--- src/rtl/comparator_pkg.sv ---
// Shared encodings for the multi-cycle magnitude comparator.
// Latency: none (constants and a constant function only).
// Backpressure: not applicable.
package comparator_pkg;

  // FSM state encoding.
  typedef enum logic [1:0] {
    IDLE    = 2'd0,
    COMPARE = 2'd1,
    DONE    = 2'd2
  } state_t;

  // One-hot result encoding, ordered {less, equal, greater}.
  localparam logic [2:0] LT   = 3'b100;
  localparam logic [2:0] EQ   = 3'b010;
  localparam logic [2:0] GT   = 3'b001;
  localparam logic [2:0] NONE = 3'b000;

  // Width needed to count 0..num_chunks examined chunks.
  function automatic int cyc_width(input int num_chunks);
    return $clog2(num_chunks + 1);
  endfunction

endpackage

--- src/rtl/comparator_multi_cycle_if.sv ---
// Request/result bundle between a requester and comparator_multi_cycle.
// Latency: none (wires only).
// Backpressure: none; the requester watches Busy_Out/Done_Out, starts are dropped outside IDLE.
interface comparator_multi_cycle_if
  import comparator_pkg::*;
#(
  parameter int DATA_WIDTH  = 32,
  parameter int CHUNK_WIDTH = 8
);
  localparam int NUM_CHUNKS = DATA_WIDTH / CHUNK_WIDTH;
  localparam int CYC_W      = cyc_width(NUM_CHUNKS);

  logic                  Start_In;
  logic                  Signed_Mode_In;
  logic [DATA_WIDTH-1:0] Data_A_In;
  logic [DATA_WIDTH-1:0] Data_B_In;
  logic                  Busy_Out;
  logic                  Done_Out;
  logic                  A_Less_Than_B_Out;
  logic                  A_Equal_To_B_Out;
  logic                  A_Greater_Than_B_Out;
  logic [CYC_W-1:0]      Cycles_Out;

  modport master (
    output Start_In, Signed_Mode_In, Data_A_In, Data_B_In,
    input  Busy_Out, Done_Out, A_Less_Than_B_Out, A_Equal_To_B_Out,
           A_Greater_Than_B_Out, Cycles_Out
  );

  modport slave (
    input  Start_In, Signed_Mode_In, Data_A_In, Data_B_In,
    output Busy_Out, Done_Out, A_Less_Than_B_Out, A_Equal_To_B_Out,
           A_Greater_Than_B_Out, Cycles_Out
  );

endinterface

--- src/rtl/comparator_chunk.sv ---
// Unsigned compare of one chunk pair, optionally flipping both MSBs for a signed top chunk.
// Latency: combinational.
// Backpressure: none.
module comparator_chunk #(
  parameter int CHUNK_WIDTH = 8
) (
  input  logic [CHUNK_WIDTH-1:0] Chunk_A_In,
  input  logic [CHUNK_WIDTH-1:0] Chunk_B_In,
  input  logic                   Invert_Msb_In,
  output logic                   Less_Out,
  output logic                   Equal_Out,
  output logic                   Greater_Out
);

  // Flipping the sign bit maps two's-complement order onto unsigned order.
  localparam logic [CHUNK_WIDTH-1:0] MSB_MASK = CHUNK_WIDTH'(1) << (CHUNK_WIDTH - 1);

  logic [CHUNK_WIDTH-1:0] a_x;
  logic [CHUNK_WIDTH-1:0] b_x;

  // Bias the operands, then do a plain unsigned magnitude compare.
  always_comb begin
    a_x         = Invert_Msb_In ? (Chunk_A_In ^ MSB_MASK) : Chunk_A_In;
    b_x         = Invert_Msb_In ? (Chunk_B_In ^ MSB_MASK) : Chunk_B_In;
    Less_Out    = (a_x < b_x);
    Equal_Out   = (a_x == b_x);
    Greater_Out = (a_x > b_x);
  end

endmodule

--- src/rtl/comparator_multi_cycle.sv ---
// Multi-cycle signed/unsigned magnitude compare, MSB chunk first with early exit on inequality.
// Latency: Done_Out rises k+1 cycles after an accepted start, k = chunks examined (1..NUM_CHUNKS).
// Backpressure: starts are only accepted in IDLE; starts during COMPARE/DONE are dropped.
module comparator_multi_cycle
  import comparator_pkg::*;
#(
  parameter int DATA_WIDTH  = 32,
  parameter int CHUNK_WIDTH = 8
) (
  input  logic                     Clock_In,
  input  logic                     Reset_In,
  comparator_multi_cycle_if.slave  bus
);

  localparam int NUM_CHUNKS = DATA_WIDTH / CHUNK_WIDTH;
  localparam int CYC_W      = cyc_width(NUM_CHUNKS);
  localparam int IDX_W      = (NUM_CHUNKS > 1) ? $clog2(NUM_CHUNKS) : 1;

  // Operands must split into whole chunks.
  if (DATA_WIDTH % CHUNK_WIDTH != 0) begin : g_bad_width
    $error("DATA_WIDTH must be a multiple of CHUNK_WIDTH");
  end

  state_t                 state_q;
  logic [DATA_WIDTH-1:0]  a_q;
  logic [DATA_WIDTH-1:0]  b_q;
  logic                   signed_q;
  logic [IDX_W-1:0]       idx_q;
  logic                   busy_q;
  logic                   done_q;
  logic [2:0]             result_q;
  logic [CYC_W-1:0]       cycles_q;

  logic [CHUNK_WIDTH-1:0] chunk_a;
  logic [CHUNK_WIDTH-1:0] chunk_b;
  logic                   top_signed;
  logic                   chunk_lt;
  logic                   chunk_eq;
  logic                   chunk_gt;

  // Select the chunk pair under the index; only the top chunk carries the sign.
  always_comb begin
    chunk_a    = a_q[int'(idx_q) * CHUNK_WIDTH +: CHUNK_WIDTH];
    chunk_b    = b_q[int'(idx_q) * CHUNK_WIDTH +: CHUNK_WIDTH];
    top_signed = signed_q && (idx_q == IDX_W'(NUM_CHUNKS - 1));
  end

  comparator_chunk #(
    .CHUNK_WIDTH (CHUNK_WIDTH)
  ) u_chunk (
    .Chunk_A_In    (chunk_a),
    .Chunk_B_In    (chunk_b),
    .Invert_Msb_In (top_signed),
    .Less_Out      (chunk_lt),
    .Equal_Out     (chunk_eq),
    .Greater_Out   (chunk_gt)
  );

  // Control FSM with operand capture, chunk walk and registered result.
  always_ff @(posedge Clock_In) begin
    if (Reset_In) begin
      state_q  <= IDLE;
      a_q      <= '0;
      b_q      <= '0;
      signed_q <= 1'b0;
      idx_q    <= '0;
      busy_q   <= 1'b0;
      done_q   <= 1'b0;
      result_q <= NONE;
      cycles_q <= '0;
    end else begin
      case (state_q)
        IDLE: begin
          done_q <= 1'b0;
          if (bus.Start_In) begin
            a_q      <= bus.Data_A_In;
            b_q      <= bus.Data_B_In;
            signed_q <= bus.Signed_Mode_In;
            idx_q    <= IDX_W'(NUM_CHUNKS - 1);
            result_q <= NONE;
            cycles_q <= '0;
            busy_q   <= 1'b1;
            state_q  <= COMPARE;
          end
        end
        COMPARE: begin
          cycles_q <= cycles_q + CYC_W'(1);
          if (chunk_lt) begin
            result_q <= LT;
            busy_q   <= 1'b0;
            done_q   <= 1'b1;
            state_q  <= DONE;
          end else if (chunk_gt) begin
            result_q <= GT;
            busy_q   <= 1'b0;
            done_q   <= 1'b1;
            state_q  <= DONE;
          end else if (chunk_eq && (idx_q == '0)) begin
            result_q <= EQ;
            busy_q   <= 1'b0;
            done_q   <= 1'b1;
            state_q  <= DONE;
          end else begin
            idx_q <= idx_q - IDX_W'(1);
          end
        end
        DONE: begin
          done_q  <= 1'b0;
          state_q <= IDLE;
        end
        default: begin
          busy_q  <= 1'b0;
          done_q  <= 1'b0;
          state_q <= IDLE;
        end
      endcase
    end
  end

  assign bus.Busy_Out             = busy_q;
  assign bus.Done_Out             = done_q;
  assign bus.A_Less_Than_B_Out    = result_q[2];
  assign bus.A_Equal_To_B_Out     = result_q[1];
  assign bus.A_Greater_Than_B_Out = result_q[0];
  assign bus.Cycles_Out           = cycles_q;

endmodule

--- src/flat_wrapper.sv ---
// flat-port wrapper written by rule: the top's interface ports become plain ports
module comparator_multi_cycle_flat import comparator_pkg::*;
#(
  parameter int DATA_WIDTH  = 32,
  parameter int CHUNK_WIDTH = 8
)
  (Clock_In, Reset_In, bus_Start_In, bus_Signed_Mode_In, bus_Data_A_In, bus_Data_B_In, bus_Busy_Out, bus_Done_Out, bus_A_Less_Than_B_Out, bus_A_Equal_To_B_Out, bus_A_Greater_Than_B_Out, bus_Cycles_Out);
  comparator_multi_cycle_if #(.DATA_WIDTH(DATA_WIDTH), .CHUNK_WIDTH(CHUNK_WIDTH)) bus_i ();
  input  logic Clock_In;
  input  logic Reset_In;
  input wire logic [$bits(bus_i.Start_In)-1:0] bus_Start_In;
  input wire logic [$bits(bus_i.Signed_Mode_In)-1:0] bus_Signed_Mode_In;
  input wire logic [$bits(bus_i.Data_A_In)-1:0] bus_Data_A_In;
  input wire logic [$bits(bus_i.Data_B_In)-1:0] bus_Data_B_In;
  output wire logic [$bits(bus_i.Busy_Out)-1:0] bus_Busy_Out;
  output wire logic [$bits(bus_i.Done_Out)-1:0] bus_Done_Out;
  output wire logic [$bits(bus_i.A_Less_Than_B_Out)-1:0] bus_A_Less_Than_B_Out;
  output wire logic [$bits(bus_i.A_Equal_To_B_Out)-1:0] bus_A_Equal_To_B_Out;
  output wire logic [$bits(bus_i.A_Greater_Than_B_Out)-1:0] bus_A_Greater_Than_B_Out;
  output wire logic [$bits(bus_i.Cycles_Out)-1:0] bus_Cycles_Out;
  assign bus_i.Start_In = bus_Start_In;
  assign bus_i.Signed_Mode_In = bus_Signed_Mode_In;
  assign bus_i.Data_A_In = bus_Data_A_In;
  assign bus_i.Data_B_In = bus_Data_B_In;
  assign bus_Busy_Out = bus_i.Busy_Out;
  assign bus_Done_Out = bus_i.Done_Out;
  assign bus_A_Less_Than_B_Out = bus_i.A_Less_Than_B_Out;
  assign bus_A_Equal_To_B_Out = bus_i.A_Equal_To_B_Out;
  assign bus_A_Greater_Than_B_Out = bus_i.A_Greater_Than_B_Out;
  assign bus_Cycles_Out = bus_i.Cycles_Out;
  comparator_multi_cycle #(.DATA_WIDTH(DATA_WIDTH), .CHUNK_WIDTH(CHUNK_WIDTH)) u_core (.Clock_In(Clock_In), .Reset_In(Reset_In), .bus(bus_i));
endmodule
--- config.mk ---
export PLATFORM = sky130hd
export DESIGN_NAME = comparator_multi_cycle_flat
export DESIGN_NICKNAME = d
export VERILOG_FILES = /design/src/rtl/comparator_pkg.sv /design/src/rtl/comparator_multi_cycle_if.sv /design/src/rtl/comparator_chunk.sv /design/src/rtl/comparator_multi_cycle.sv /design/src/flat_wrapper.sv
export SDC_FILE = /design/constraint.sdc
export NUM_CORES = 1
export LEC_CHECK = 0
export ABC_AREA = 0
export ABC_CLOCK_PERIOD_IN_PS = 6900
export CORE_ASPECT_RATIO = 0.7
export CORE_MARGIN = 8
export CORE_UTILIZATION = 30
export CTS_CLUSTER_SIZE = 12
export DETAILED_ROUTE_END_ITERATION = 6
export DONT_BUFFER_PORTS = 1
export HOLD_SLACK_MARGIN = 0.12
export PLACE_DENSITY = 0.51
export SLEW_MARGIN = 20
export SYNTH_ARGS = -nofsm -noshare
export SYNTH_HDL_FRONTEND = slang
export SYNTH_SLANG_ARGS = --single-unit
--- constraint.sdc ---
create_clock -name Clock_In -period 6.9 [get_ports Clock_In]
set_clock_uncertainty 0.15 [all_clocks]
set_input_delay 1.38 -clock Clock_In [delete_from_list [all_inputs] [get_ports Clock_In]]
set_output_delay 1.38 -clock Clock_In [all_outputs]
set_load 0.01 [all_outputs]
[Word level (Yosys, flattened, before mapping)]
Cells that the tools add are included.
Word-level totals
  register bits after elaboration: 77
  latch bits: 0
  memory bits (writable): 0
  memory bits (read-only): 0
  bits of input ports: 68
  output and inout bits: 8
  word-level logic and storage cells: 67
  memories kept: 0
Cells by class
  add/sub/neg operators: 2
  $mul: 0
  div/mod/pow operators: 0
  magnitude comparators: 2
  eq/ne operators: 9
  shift-type cells: 2
  mux-type cells: 26
  bitwise gates (word level): 4
  reductions and logical operators: 13
Operator list (count)
  32-bit by 6-bit indexed part select with 8-bit output: 2
  2-bit 2-to-1 mux: 8
  8-bit 2-to-1 mux: 2
  3-bit 2-to-1 mux: 4
  3-bit case mux with 2 select lines: 2
  8-bit equality test: 1
  8-bit greater-than comparator: 1
  8-bit < comparator: 1
  2-bit != test (second input constant): 4
  2-bit case mux with 2 select lines: 2
  1-bit 2-to-1 mux: 7
  2-bit AND reduction: 3
  3-bit AND reduction: 2
  5-bit AND reduction: 1
  2-bit equality test (second input constant): 2
  2-bit zero test: 2
  4-bit by 1-bit != test with 1-bit output (second input constant): 1
  1-bit NOT: 4
  3-bit by 1-bit adder with 3-bit output (second input constant): 1
  1-bit case mux with 3 select lines: 1
  3-bit nonzero test: 1
  2-bit by 1-bit equality test with 1-bit output (second input constant): 1
  1-bit logical AND: 2
  2-bit nonzero test: 1
  2 further kinds: 2

[Depth between registers and ports, before layout]
Gate-level depths: netlist of the first run.
  depth in word-level cells: 9
  depth in mapped cells: 10

[By module]
A second synthesis of the first run with hierarchy kept.
Second synthesis, totals
  cell total of the unflattened synthesis: 387
  area total of the unflattened synthesis: 3383.2 sq um
Modules (own cells, without submodules)
  comparator_multi_cycle: times used 1, cells an instance 357, area an instance 3144.3 sq um, seq. area each 1541.5 sq um
  comparator_chunk: times used 1, cells an instance 30, area an instance 239.0 sq um, seq. area each 0.0 sq um

[Worst setup path after synthesis of the first run]
No wires, ideal clock.
  path type: register to register
  start point: register u_core.idx_q[0]
  end point: register u_core.result_q[0]
  arrival time: 2.828 ns
  path slack: 3.834 ns
  stages on the path, launching flop included: 10
  buffers on the path: 2
  cell sequence: dfxtp_1 buf_2 buf_2 mux4_2 ha_1 nand2_2 or3_4 a311oi_4 a21oi_2 o32ai_2
On the way
  cells in the longest elaborated chain, start to end: 7
  elaborated cells between the ends (all ways): 18
RTL lines
  start: declaration: RTL line comparator_multi_cycle.sv:28  | logic [IDX_W-1:0] idx_q;
  start signal: assignment: RTL line comparator_multi_cycle.sv:79  | idx_q <= IDX_W'(NUM_CHUNKS - 1);
  start signal: assignment: RTL line comparator_multi_cycle.sv:104  | idx_q <= idx_q - IDX_W'(1);
  32-bit by 6-bit indexed part select with 8-bit output (tied with other cells): RTL line comparator_multi_cycle.sv:43  | chunk_a = a_q[int'(idx_q) * CHUNK_WIDTH +: CHUNK_WIDTH];
  1-bit NOT (no source line) or 1-bit logical AND (tied branches)
  8-bit 2-to-1 mux (on tied branches): RTL line comparator_chunk.sv:23, comparator_chunk.sv:24
  8-bit greater-than comparator or 8-bit equality test (tied branches): RTL line comparator_chunk.sv:27, comparator_chunk.sv:26
  3-bit 2-to-1 mux or 1-bit logical AND (tied branches): RTL line comparator_multi_cycle.sv:93, comparator_multi_cycle.sv:98
  3-bit 2-to-1 mux or 4-bit by 1-bit != test with 1-bit output (tied branches)
  3-bit case mux with 2 select lines or 3-bit AND reduction (tied branches)
  end signal: assignment: RTL line comparator_multi_cycle.sv:89  | result_q <= LT;
  end signal: assignment: RTL line comparator_multi_cycle.sv:94  | result_q <= GT;
  end signal: assignment: RTL line comparator_multi_cycle.sv:99  | result_q <= EQ;
  end: declaration: RTL line comparator_multi_cycle.sv:31  | logic [2:0] result_q;
Several ways; a longest one is shown, not always the timed one.
A chain may end at the register's enable or synchronous reset.

[Worst setup path after layout of the first run]
  start point: register u_core.idx_q[1]
  end point: register u_core.idx_q[1]
On the way
  cells in the longest elaborated chain, start to end: 7
  elaborated cells between the ends (all ways): 22
RTL lines
  parallel branches: the longest is 7 deep, another holds 8-bit < comparator
Parallel ways; which one is timed is not known. The select of a mux whose other input is x is not followed.

==> results of run 1 <==
==> through the flow <==
step                total power, µW  hold slack, ns  setup slack (ns)
global route                   1312          0.3123             3.347
detailed placement            751.3          0.2891             3.560
floorplan                     704.0          0.2831             3.834
finish                         1245          0.2959             3.546
CTS                            1259          0.2968             3.542
global placement              745.9          0.2853             3.625
==> registers in the layout, indices dropped and copies added (netlist names) <==
name,count
u_core.result_q,3
u_core.b_q,32
u_core.idx_q,2
u_core.bus.Cycles_Out,3
u_core.bus.Done_Out,1
u_core.a_q,32
u_core.state_q,2
u_core.bus.Busy_Out,1
u_core.signed_q,1
==> worst reg2reg max path: stages, from the launching register on <==
cell and delay [ns]:
dfxtp_1 0.91, mux4_2 0.42, xor2_1 0.16, ha_1 0.30, nand2_2 0.08, or3_4 0.42
a311oi_4 0.49, a211oi_1 0.17, nor3_2 0.18
==> routing by layer <==
| layer | routed length, µm | GRT usage [%] | vias up | share of wire (%) |
|---|---|---|---|---|
| li1 | - | - | 1296 | - |
| met1 | 4442 | 16.30 | 1185 | 52 |
| met2 | 3509 | 16.29 | 58 | 41 |
| met3 | 537 | 4.955 | 9 | 6.3 |
| met4 | 80 | 3.175 | 0 | 0.93 |
| met5 | 0 | 0 | - | 0 |
==> cell families after synthesis <==
| logic type | Yosys count | share of synthesized area (%) |
|---|---|---|
| AOI/OAI and AO/OA | 90 | 15.47 |
| muxes | 16 | 10.65 |
| xor gates and xnor gates | 3 | 0.7771 |
| and+or+nand+nor | 157 | 18.91 |
| DFF | 77 | 45.58 |
| adders and majority gates | 11 | 4.069 |
| buffers and inverters | 39 | 4.551 |
==> path summary, 6_finish.rpt <==
kind	to	startpoint	cells past startpoint	slack [ns]
hold reg to reg	u_core.b_q[11]	u_core.b_q[11]	2	0.30
setup / recovery	u_core.idx_q[1]	u_core.idx_q[1]	8	3.55
setup reg to reg	u_core.idx_q[1]	u_core.idx_q[1]	8	3.55
hold / removal	u_core.b_q[11]	u_core.b_q[11]	2	0.30
==> power groups by stage <==
stage          Sequential [µW]  Combinational (µW)  Clock, µW
3_3_place_gp               530                 216          0
3_5_place_dp               531                 221          0
6_report                   520                 218        506
2_1_floorplan              512                 192          0
5_1_grt                    527                 248        537
4_1_cts                    521                 221        517
==> cell type report <==
cell class / count / area share (%)
Multi-Input combinational cell: 277 / 44.43
Sequential cell: 77 / 40.37
Clock buffer: 10 / 6.258
Tap cell: 153 / 5.013
Clock inverter: 6 / 2.261
Inverter: 11 / 1.081
Timing Repair Buffer: 3 / 0.5898
==> cells in the mapped netlist (all sizes together) <==
cell / number
o2111a: 1
a22oi: 1
nand2: 135
o21ai: 3
or3: 2
a211o: 1
ha: 11
nand4: 1
dfxtp: 77
or2b: 1
inv: 11
buf: 9
o21bai: 1
a31o: 1
o32ai: 1
a21oi: 73
nor2b: 4
or2: 1
xnor2: 1
a311oi: 1
clkbuf: 19
xor2: 2
nor3: 3
o21a: 1
o211ai: 1
nand2b: 2
mux4: 16
nor2: 6
nand3b: 1
a31oi: 1
nand3: 1
a211oi: 4
==> placed cells by master, fill, tap and decap left out, drive strengths merged <==
cell type,synthesis,final
a31o,1,1
o211ai,1,1
nand3,1,1
nor2b,4,4
a211oi,4,4
or3,2,2
clkbuf,19,10
xor2,2,2
nor3,3,3
o21ai,3,3
inv,11,11
buf,9,3
o2111a,1,1
o32ai,1,1
nand3b,1,1
nor2,6,6
clkinv,0,3
ha,11,11
clkinvlp,0,1
or2,1,1
o21a,1,1
nand4,1,1
a311oi,1,1
mux4,16,16
a21oi,73,73
xnor2,1,1
nand2b,2,2
a31oi,1,1
bufinv,0,2
o21bai,1,1
a22oi,1,1
or2b,1,1
nand2,135,135
a211o,1,1
dfxtp,77,77
==> qor.txt, run 1 <==
Outcome = finished, final reports clean
IO Count = 76
CTS Buffer Depth = 2
Yosys cell types = 38
DRC violation count after routing = 0
CP peak stage delay = 0.91 ns
Clock latency on the worst-skew pair = 0.33 ns
Post-CTS setup buffers = 0
Core Area = 11,010 µm²
Vias in the first global route = 2,592
Buf+Inv Stages, Crit Path = 0
Worst Path Required = 7.01 ns
Hold crit path type = flop to flop
Max-slew headroom = 39.80%
Area Growth Syn to Fin = 12.91%
Cell-internal power = 903.8 µW
Clk slew on worst S/H paths = 0.06 ns
Power Density = 325.9 nW/µm²
TNS Setup = 0 ns
Via count = 2,548
Crit share post-route = 48.61%
Global-route wire length before repair = 13,750 µm
CTS hold repair buffers = 0
WS Path Type = flop to flop
Global Route Usage Sum = 11.78%
Net Count, Synth = 472
Htree depth = 3
Antenna viol nets, final = 0
Max Fclk = 298.2 MHz
Placed cell count = 521
Cells after Synth = 393
Yosys top cell area share = 45.58%
P_leak = 0.001372 µW
Flop pwr share = 41.8%
Logic pwr share = 17.5%
Drt wl/cell = 15.96 µm
Synth Warn # = 0
Ant diodes = 0
Synth area leaders = dfxtp_1 (46%), nand2_1 (15%), a21oi_1 (11%)
Average cell area after synthesis = 8.606 µm²
Mean number of vias per cell = 4.745
Hold Fails Final Rpt = 0
Dpl hpwl = 6140 µm
CTS-repair resized insts = 0
Slew @ Worst Pin = 0.9018 ns
Critical Path Start Type = flop
Final cell count without fillers = 537
PortBufs = 0
CTS root buffer = clkbuf_16
Worst-path fanout max = 19
Initial antenna violation count = 0
Clk network pwr share = 40.7%
Dominant cell type by area after synthesis = dfxtp_1
Nets@finish = 458
CTS tree = built
Die width = 142.9 µm
RSZ-0062 raised after global routing = false
Worst Path Arrival = 3.46 ns
Register area = 1541 µm²
Slew Limit Fails = 0
Top delay family on crit path = flip-flops
Max Cap Viol = 0
Initial Utilization = 30.72%
Critical-path cell list = mux4_2 -> xor2_1 -> ha_1 -> nand2_2 -> or3_4 -> a311oi_4 -> a211oi_1 -> nor3_2
TritonRoute pass-1 iters = 4
Largest net degree at the start of global routing = 79
Worst path slowest cell = dfxtp_1
GPL Wtd Cong = 0.7410
Multi-input gate area = 1697 µm²
Crit end category = flop
Synth Cell Area = 3382 µm²
Switching Share = 27.38%
Fillers = 1,158
Final setup viols = 0
Sink Count = 77
Die ar. = 14,980 µm²
Share of cells above drive strength 1 = 11.72%
FF+latch count, synth = 77
Post-route cell area = 3819 µm²
Sequential fraction of the synthesis area = 45.58%
Detailed Route WL = 8570 µm
DR iter-0 viols = 150
Post-route minimum period = 3.354 ns
TritonCTS Buffers = 9
Row count = 32
DIE HEIGHT = 104.8 µm
VDD IR-drop max = 0.1282 mV
Final core utilization = 34.68%
Dpl cell area = 3493 µm²
Switching pwr = 340.8 µW
Global route overflow = 0
No activity file was read; power rests on OpenSTA's default activity.
==> inputs of run 2 (changes only) <==
--- a/config.mk
+++ b/config.mk
@@ -6,7 +6,7 @@
 export NUM_CORES = 1
 export LEC_CHECK = 0
 export ABC_AREA = 0
-export ABC_CLOCK_PERIOD_IN_PS = 6900
+export ABC_CLOCK_PERIOD_IN_PS = 3450
 export CORE_ASPECT_RATIO = 0.7
 export CORE_MARGIN = 8
 export CORE_UTILIZATION = 30
==> constraint.sdc (replaced) <==
create_clock -name Clock_In -period 3.45 [get_ports Clock_In]
set_clock_uncertainty 0.15 [all_clocks]
set_input_delay 0.69 -clock Clock_In [delete_from_list [all_inputs] [get_ports Clock_In]]
set_output_delay 0.69 -clock Clock_In [all_outputs]
set_load 0.01 [all_outputs]
==> run 2 against run 1 <==
  * Sequential cell count stayed put
  * Die area stayed put
  * Power is 100% higher
  * Sequential share of layout area is 0.35 points lower
  * Critical path type unchanged
==> qor.txt, run 2 (synthesis gave the netlist of run 1 again) <==
Die width = 142.9 µm (unchanged)
Setup ws final = 0.3541 ns (-3.192 ns)
Commonest non-fill, non-tap cell in the layout = nand2_1
Max Fclk = 323.0 MHz (+8.3%)
Cell-internal power = 1822 µW (+100%)
Detailed Route WL = 8360 µm (-2.5%)
TNS Setup = 0 ns (unchanged)
Sink Count = 77 (unchanged)
Worst Path Required = 3.56 ns (-3.45 ns)
Initial antenna violation count = 0 (unchanged)
Htree depth = 3 (unchanged)
Antenna viol nets, final = 0 (unchanged)
Vias in the first global route = 2,636 (+1.7%)
Slew Limit Fails = 0 (unchanged)
VDD IR-drop max = 0.2879 mV (+120%)
Max-slew headroom = 56.87% (+17 points)
Post-route minimum period = 3.096 ns (-0.2579 ns)
Clk network pwr share = 40.6% (about the same)
Global-route wire length before repair = 13,520 µm (-1.7%)
CTS tree = built
Area Growth Syn to Fin = 13.98%
Outcome = finished, final reports clean
Logic pwr share = 17.9% (+0.4 points)
Endpoint, Worst Hold = u_core.result_q[2]
IO Count = 76 (unchanged)
Global route overflow = 0 (unchanged)
Worst-path fanout max = 8 (-11)
RSZ-0062 raised after global routing = false
Initial Utilization = 30.72% (unchanged)
TritonCTS Buffers = 9 (unchanged)
Total power = 2503 µW (+100%)
TritonRoute pass-1 iters = 4 (unchanged)
Flop-to-flop setup slack = 0.35 ns (-3.19 ns)
Largest net degree at the start of global routing = 79 (unchanged)
CTS root buffer = clkbuf_16
Dpl hpwl = 6289 µm (+2.4%)
Core Area = 11,010 µm² (unchanged)
Commonest cells after routing, fill and taps aside = nand2_1 (134), dfxtp_1 (76), a21oi_1 (72)
Drt wl/cell = 15.48 µm (-3.0%)
Crit share post-route = 89.74% (+41 points)
R2r worst-path depth = 8 (unchanged)
Hold path start = Reset_In
Die ar. = 14,980 µm² (unchanged)
Ant diodes = 0 (unchanged)
Max Cap Viol = 0 (unchanged)
Flop pwr share = 41.5% (-0.3 points)
Hold Crit Depth = 1 (-1)
Setup WS pre-CTS = 0.1919 ns (-3.368 ns)
Worst Path Arrival = 3.20 ns (-0.26 ns)
Share of cells above drive strength 1 = 12.40% (+0.68 points)
Slew @ Worst Pin = 0.6469 ns (-0.2549 ns)
Switching pwr = 680.6 µW (+100%)
FF-to-FF Start = u_core.idx_q[0]
WS Path Type = flop to flop
DR iter-0 viols = 168 (+12%)
DIE HEIGHT = 104.8 µm (unchanged)
P_leak = 0.001394 µW (+1.5%)
Top delay family on crit path = compound AO/OA/AOI/OAI gates
Register area = 1543 µm² (about the same)
Via count = 2,555 (+0.27%)
Critical-path cell list = buf_4 -> mux4_2 -> ha_1 -> nand2_2 -> or3_4 -> a311oi_4 -> o21ai_1 -> a21oi_1
CTS Buffer Depth = 2 (unchanged)
Nets@finish = 461 (+0.66%)
Global Route Usage Sum = 11.46% (-0.33 points)
Critical Path Start Type = flop
Hold Fails Final Rpt = 0 (unchanged)
Fillers = 1,175 (+1.5%)
Top flop regs = u_core.a_q: 32 flops, u_core.b_q: 32 flops
Clock latency on the worst-skew pair = 0.33 ns (about the same)
Mean number of vias per cell = 4.731 (-0.28%)
Critical R2R Capture = u_core.idx_q[0]
Multi-input gate area = 1697 µm² (unchanged)
Hold crit path type = input port to flop
Final setup viols = 0 (unchanged)
DRC violation count after routing = 0 (unchanged)
CTS hold repair buffers = 0 (unchanged)
Row count = 32 (unchanged)
Crit end category = flop
GPL Wtd Cong = 0.7450 (+0.54%)
PortBufs = 0 (unchanged)
CP peak stage delay = 0.53 ns (-0.38 ns)
Clk slew on worst S/H paths = 0.06 ns (about the same)
Power Density = 649.3 nW/µm² (+99%)
Buf+Inv Stages, Crit Path = 1 (+1)
Worst path slowest cell = mux4_2
Switching Share = 27.19% (-0.19 points)
==> run 2: per-stage QoR <==
stage               utilization (%)  hold WS (ns)  instance area, µm²  instances
finish                        35.01        0.2789                3855        540
global route                  35.01        0.2699                3855        540
CTS                           35.00        0.2760                3854        540
detailed placement            32.05        0.2902                3528        524
global placement              32.05        0.2852                3528        524
floorplan                         -        0.2831                3382        393
==> run 2: timing repair <==
item / in CTS / in global routing
resized for setup: 0 / 1
endpoints found under the setup margin: 0 / 3
buffers inserted: 0 / 0
==> run 2: area by class of cell <==
cell class | count | share of cell area, %
multi-input combinational | 277 | 44.01
timing repair buffer | 6 | 1.493
clock buffer | 11 | 6.297
tap | 153 | 4.966
inverter | 11 | 1.071
clock inverter | 5 | 2.142
sequential | 77 | 40.02
==> run 2: worst max-delay path by stage <==
stage / startpoint / to / cells past startpoint
after global routing: u_core.idx_q[0] / u_core.idx_q[1] / 8
after global placement: u_core.idx_q[0] / u_core.idx_q[0] / 8
final: u_core.idx_q[0] / u_core.idx_q[0] / 8
after CTS: u_core.idx_q[0] / u_core.idx_q[0] / 8
after detailed placement: u_core.idx_q[0] / u_core.idx_q[0] / 8
after floorplan: u_core.idx_q[0] / u_core.result_q[0] / 9
==> run 2: power groups by stage <==
stage	Sequential (µW)	Combinational [µW]	Clock [µW]
5_1_grt	1050	506	1080
3_5_place_dp	1060	455	0
2_1_floorplan	1020	384	0
4_1_cts	1040	457	1040
6_report	1040	448	1020
3_3_place_gp	1060	444	0
==> run 2: metal layers <==
layer  GRT usage [%]  share of wire [%]  up-vias
met5               0                  0        -
met2           16.12                 42       67
met4           3.175               0.66        0
met3           5.909                9.2        7
li1                -                  -     1307
met1           14.94                 48     1174
==> run 2: worst reg2reg max path: cells and delay by family, from the launching register on <==
| family | cells | cell delay [ns] |
|---|---|---|
| adders and majority gates | 1 | 0.32 |
| buffers and inverters | 1 | 0.24 |
| and+or+nand+nor | 2 | 0.50 |
| muxes | 1 | 0.53 |
| DFF | 1 | 0.45 |
| AOI/OAI and AO/OA | 3 | 0.84 |
==> inputs of run 3 (changes only) <==
--- a/config.mk
+++ b/config.mk
@@ -13,6 +13,7 @@
 export CTS_CLUSTER_SIZE = 12
 export DETAILED_ROUTE_END_ITERATION = 6
 export DONT_BUFFER_PORTS = 1
+export GPL_TIMING_DRIVEN = 0
 export HOLD_SLACK_MARGIN = 0.12
 export PLACE_DENSITY = 0.51
 export SLEW_MARGIN = 20
==> run 3 against run 2 <==
  * Wire length up 19%
  * Largest power group unchanged
  * Clock power down 6%
  * Worst setup slack got worse by 0.095 ns
  * Sequential power about the same
  * Final area rose by 1.1%
  * Critical path type unchanged
  * Power down 0.41%
  * Critical path depth increased by 2
  * Via count grew 7.6%
  * Global-route usage is 2.5 points higher
  * Clock-buffer cell count fell by 2
  * Worst hold slack improved by 0.024 ns
  * First-iteration DRC count is 27% lower
==> qor.txt, run 3 (synthesis gave the netlist of run 1 again) <==
Outcome = finished, final reports clean
Slew @ Worst Pin = 0.6214 ns (-0.02549 ns)
CTS Buffer Depth = 2 (unchanged)
Initial antenna violation count = 0 (unchanged)
Worst path slowest cell = mux4_2
Share of cells above drive strength 1 = 12.17% (-0.24 points)
Drt wl/cell = 17.70 µm (+14%)
WS Path Type = flop to flop
Crit share post-route = 92.48% (+2.7 points)
RSZ-0062 raised after global routing = false
TritonRoute pass-1 iters = 4 (unchanged)
Clock latency on the worst-skew pair = 0.34 ns (about the same)
Power Density = 639.8 nW/µm² (-1.5%)
Hold Fails Final Rpt = 0 (unchanged)
Nets@finish = 485 (+5.2%)
Top delay family on crit path = buffers and inverters
Top flop regs = u_core.a_q: 32 flops, u_core.b_q: 32 flops
CP peak stage delay = 0.56 ns (+0.03 ns)
Switching Share = 30.41% (+3.2 points)
Switching pwr = 758.1 µW (+11%)
Commonest non-fill, non-tap cell in the layout = nand2_1
Max-slew headroom = 58.57% (+1.7 points)
Worst-path fanout max = 10 (+2)
Initial Utilization = 30.72% (unchanged)
Slew Limit Fails = 0 (unchanged)
Max Fclk = 313.4 MHz (-3.0%)
Top layer reached by signal wires = met4
Global route overflow = 0 (unchanged)
Cell-internal power = 1735 µW (-4.8%)
DR iter-0 viols = 122 (-27%)
CTS root buffer = clkbuf_16
Clk network pwr share = 38.5% (-2.1 points)
PortBufs = 0 (unchanged)
Clk slew on worst S/H paths = 0.06 ns (about the same)
Detailed Route WL = 9980 µm (+19%)
IO Count = 76 (unchanged)
Critical Path Start Type = flop
Mean number of vias per cell = 4.874 (+3.0%)
Met2 WL post-DR = 4238 µm (+21%)
Final setup viols = 0 (unchanged)
Die ar. = 14,980 µm² (unchanged)
Global Route Usage Sum = 13.99% (+2.5 points)
Placed cell count = 546 (+4.2%)
Logic pwr share = 20.5% (+2.6 points)
Setup WS pre-CTS = -0.2890 ns (-0.4809 ns)
Dpl hpwl = 7570 µm (+20%)
Die width = 142.9 µm (unchanged)
Fillers = 1,163 (-1.0%)
DRC violation count after routing = 0 (unchanged)
Max Cap Viol = 0 (unchanged)
Final cell count without fillers = 564 (+4.4%)
Met3 routed WL = 1007 µm (+31%)
CTS hold repair buffers = 0 (unchanged)
Row count = 32 (unchanged)
Sink Count = 77 (unchanged)
Worst Path Arrival = 3.30 ns (+0.10 ns)
Setup ws final = 0.2594 ns (-0.09472 ns)
GPL Wtd Cong = 0.7672 (+3.0%)
Vias in the first global route = 2,925 (+11%)
Via count = 2,749 (+7.6%)
Ant diodes = 0 (unchanged)
Post-route minimum period = 3.191 ns (+0.09473 ns)
DIE HEIGHT = 104.8 µm (unchanged)
Cell mode on critical path = buf_4
Commonest cells after routing, fill and taps aside = nand2_1 (134), dfxtp_1 (77), a21oi_1 (72)
P_leak = 0.001404 µW (+0.73%)
CTS tree = built
TNS Setup = 0 ns (unchanged)
Buf+Inv Stages, Crit Path = 3 (+2)
Crit end category = flop
Core Area = 11,010 µm² (unchanged)
Area Growth Syn to Fin = 15.21%
Hold crit path type = flop to flop
TritonCTS Buffers = 9 (unchanged)
Global-route wire length before repair = 15,870 µm (+17%)
Post-Route M1 WL = 4583 µm (+14%)
VDD IR-drop max = 0.2873 mV (-0.22%)
Worst Path Required = 3.56 ns (about the same)
Flop pwr share = 41.1% (-0.4 points)
Antenna viol nets, final = 0 (unchanged)
Critical-path cell list = buf_4 -> buf_4 -> mux4_2 -> ha_1 -> nand2_2 -> or3_4 -> a311oi_4 -> buf_4 -> a21oi_2 -> o32ai_2
Htree depth = 3 (unchanged)
Largest net degree at the start of global routing = 15 (-81%)
## run 3: path summary, 6_finish.rpt
| check | startpoint | endpoint | slack, ns | depth (start not counted) |
|---|---|---|---|---|
| max reg2reg | u_core.idx_q[0] | u_core.result_q[0] | 0.26 | 10 |
| min reg2reg | u_core.a_q[22] | u_core.a_q[22] | 0.30 | 2 |
| max | u_core.idx_q[0] | u_core.result_q[0] | 0.26 | 10 |
| min | u_core.a_q[22] | u_core.a_q[22] | 0.30 | 2 |
## run 3: worst reg2reg max path, cell delays in order, from the launching register on
cell,delay [ns]
dfxtp_1,0.34
buf_4,0.23
buf_4,0.27
mux4_2,0.56
ha_1,0.31
nand2_2,0.08
or3_4,0.43
a311oi_4,0.29
buf_4,0.21
a21oi_2,0.05
o32ai_2,0.19
## run 3: what timing repair did
| item | in CTS | in global routing |
|---|---|---|
| setup buffers | 0 | 2 |
| setup endpoints to repair | 9 | 2 |
| pin swaps | 0 | 1 |
| gates resized for setup | 4 | 0 |
## run 3: cell type report
class                   count  area, µm²  area share [%]
plain buffers              28      120.1           3.083
clock buffers               9      225.2           5.780
clock inverters             7      75.07           1.927
inverters                  11      41.29           1.060
multi-input cells         277       1687           43.29
flip-flops and latches     77       1541           39.56
well taps                 153      191.4           4.913
repair buffers              2      15.01          0.3854
## run 3: power by group through the flow
stage               logic (µW)  clock network [µW]  registers [µW]
floorplan                  384                   0            1020
global placement           493                   0            1040
detailed placement         504                   0            1040
CTS                        509                 977            1020
global route               574                1010            1030
finish                     510                 959            1020
## run 3: layer usage
layer,global-route usage [%],vias up
li1,-,1365
met1,17.87,1298
met2,20.00,73
met3,7.091,13
met4,4.460,0
met5,0,-
## run 3: metrics by stage
stage / area [µm²] / hold WS [ns] / utilization [%] / power (µW)
after floorplan: 3382 / 0.2831 / - / 1408
after detailed placement: 3573 / 0.2964 / 32.45 / 1547
final: 3896 / 0.3029 / 35.39 / 2493
after CTS: 3881 / 0.3047 / 35.25 / 2509
after global placement: 3573 / 0.2893 / 32.45 / 1533
after global routing: 3896 / 0.3181 / 35.39 / 2618
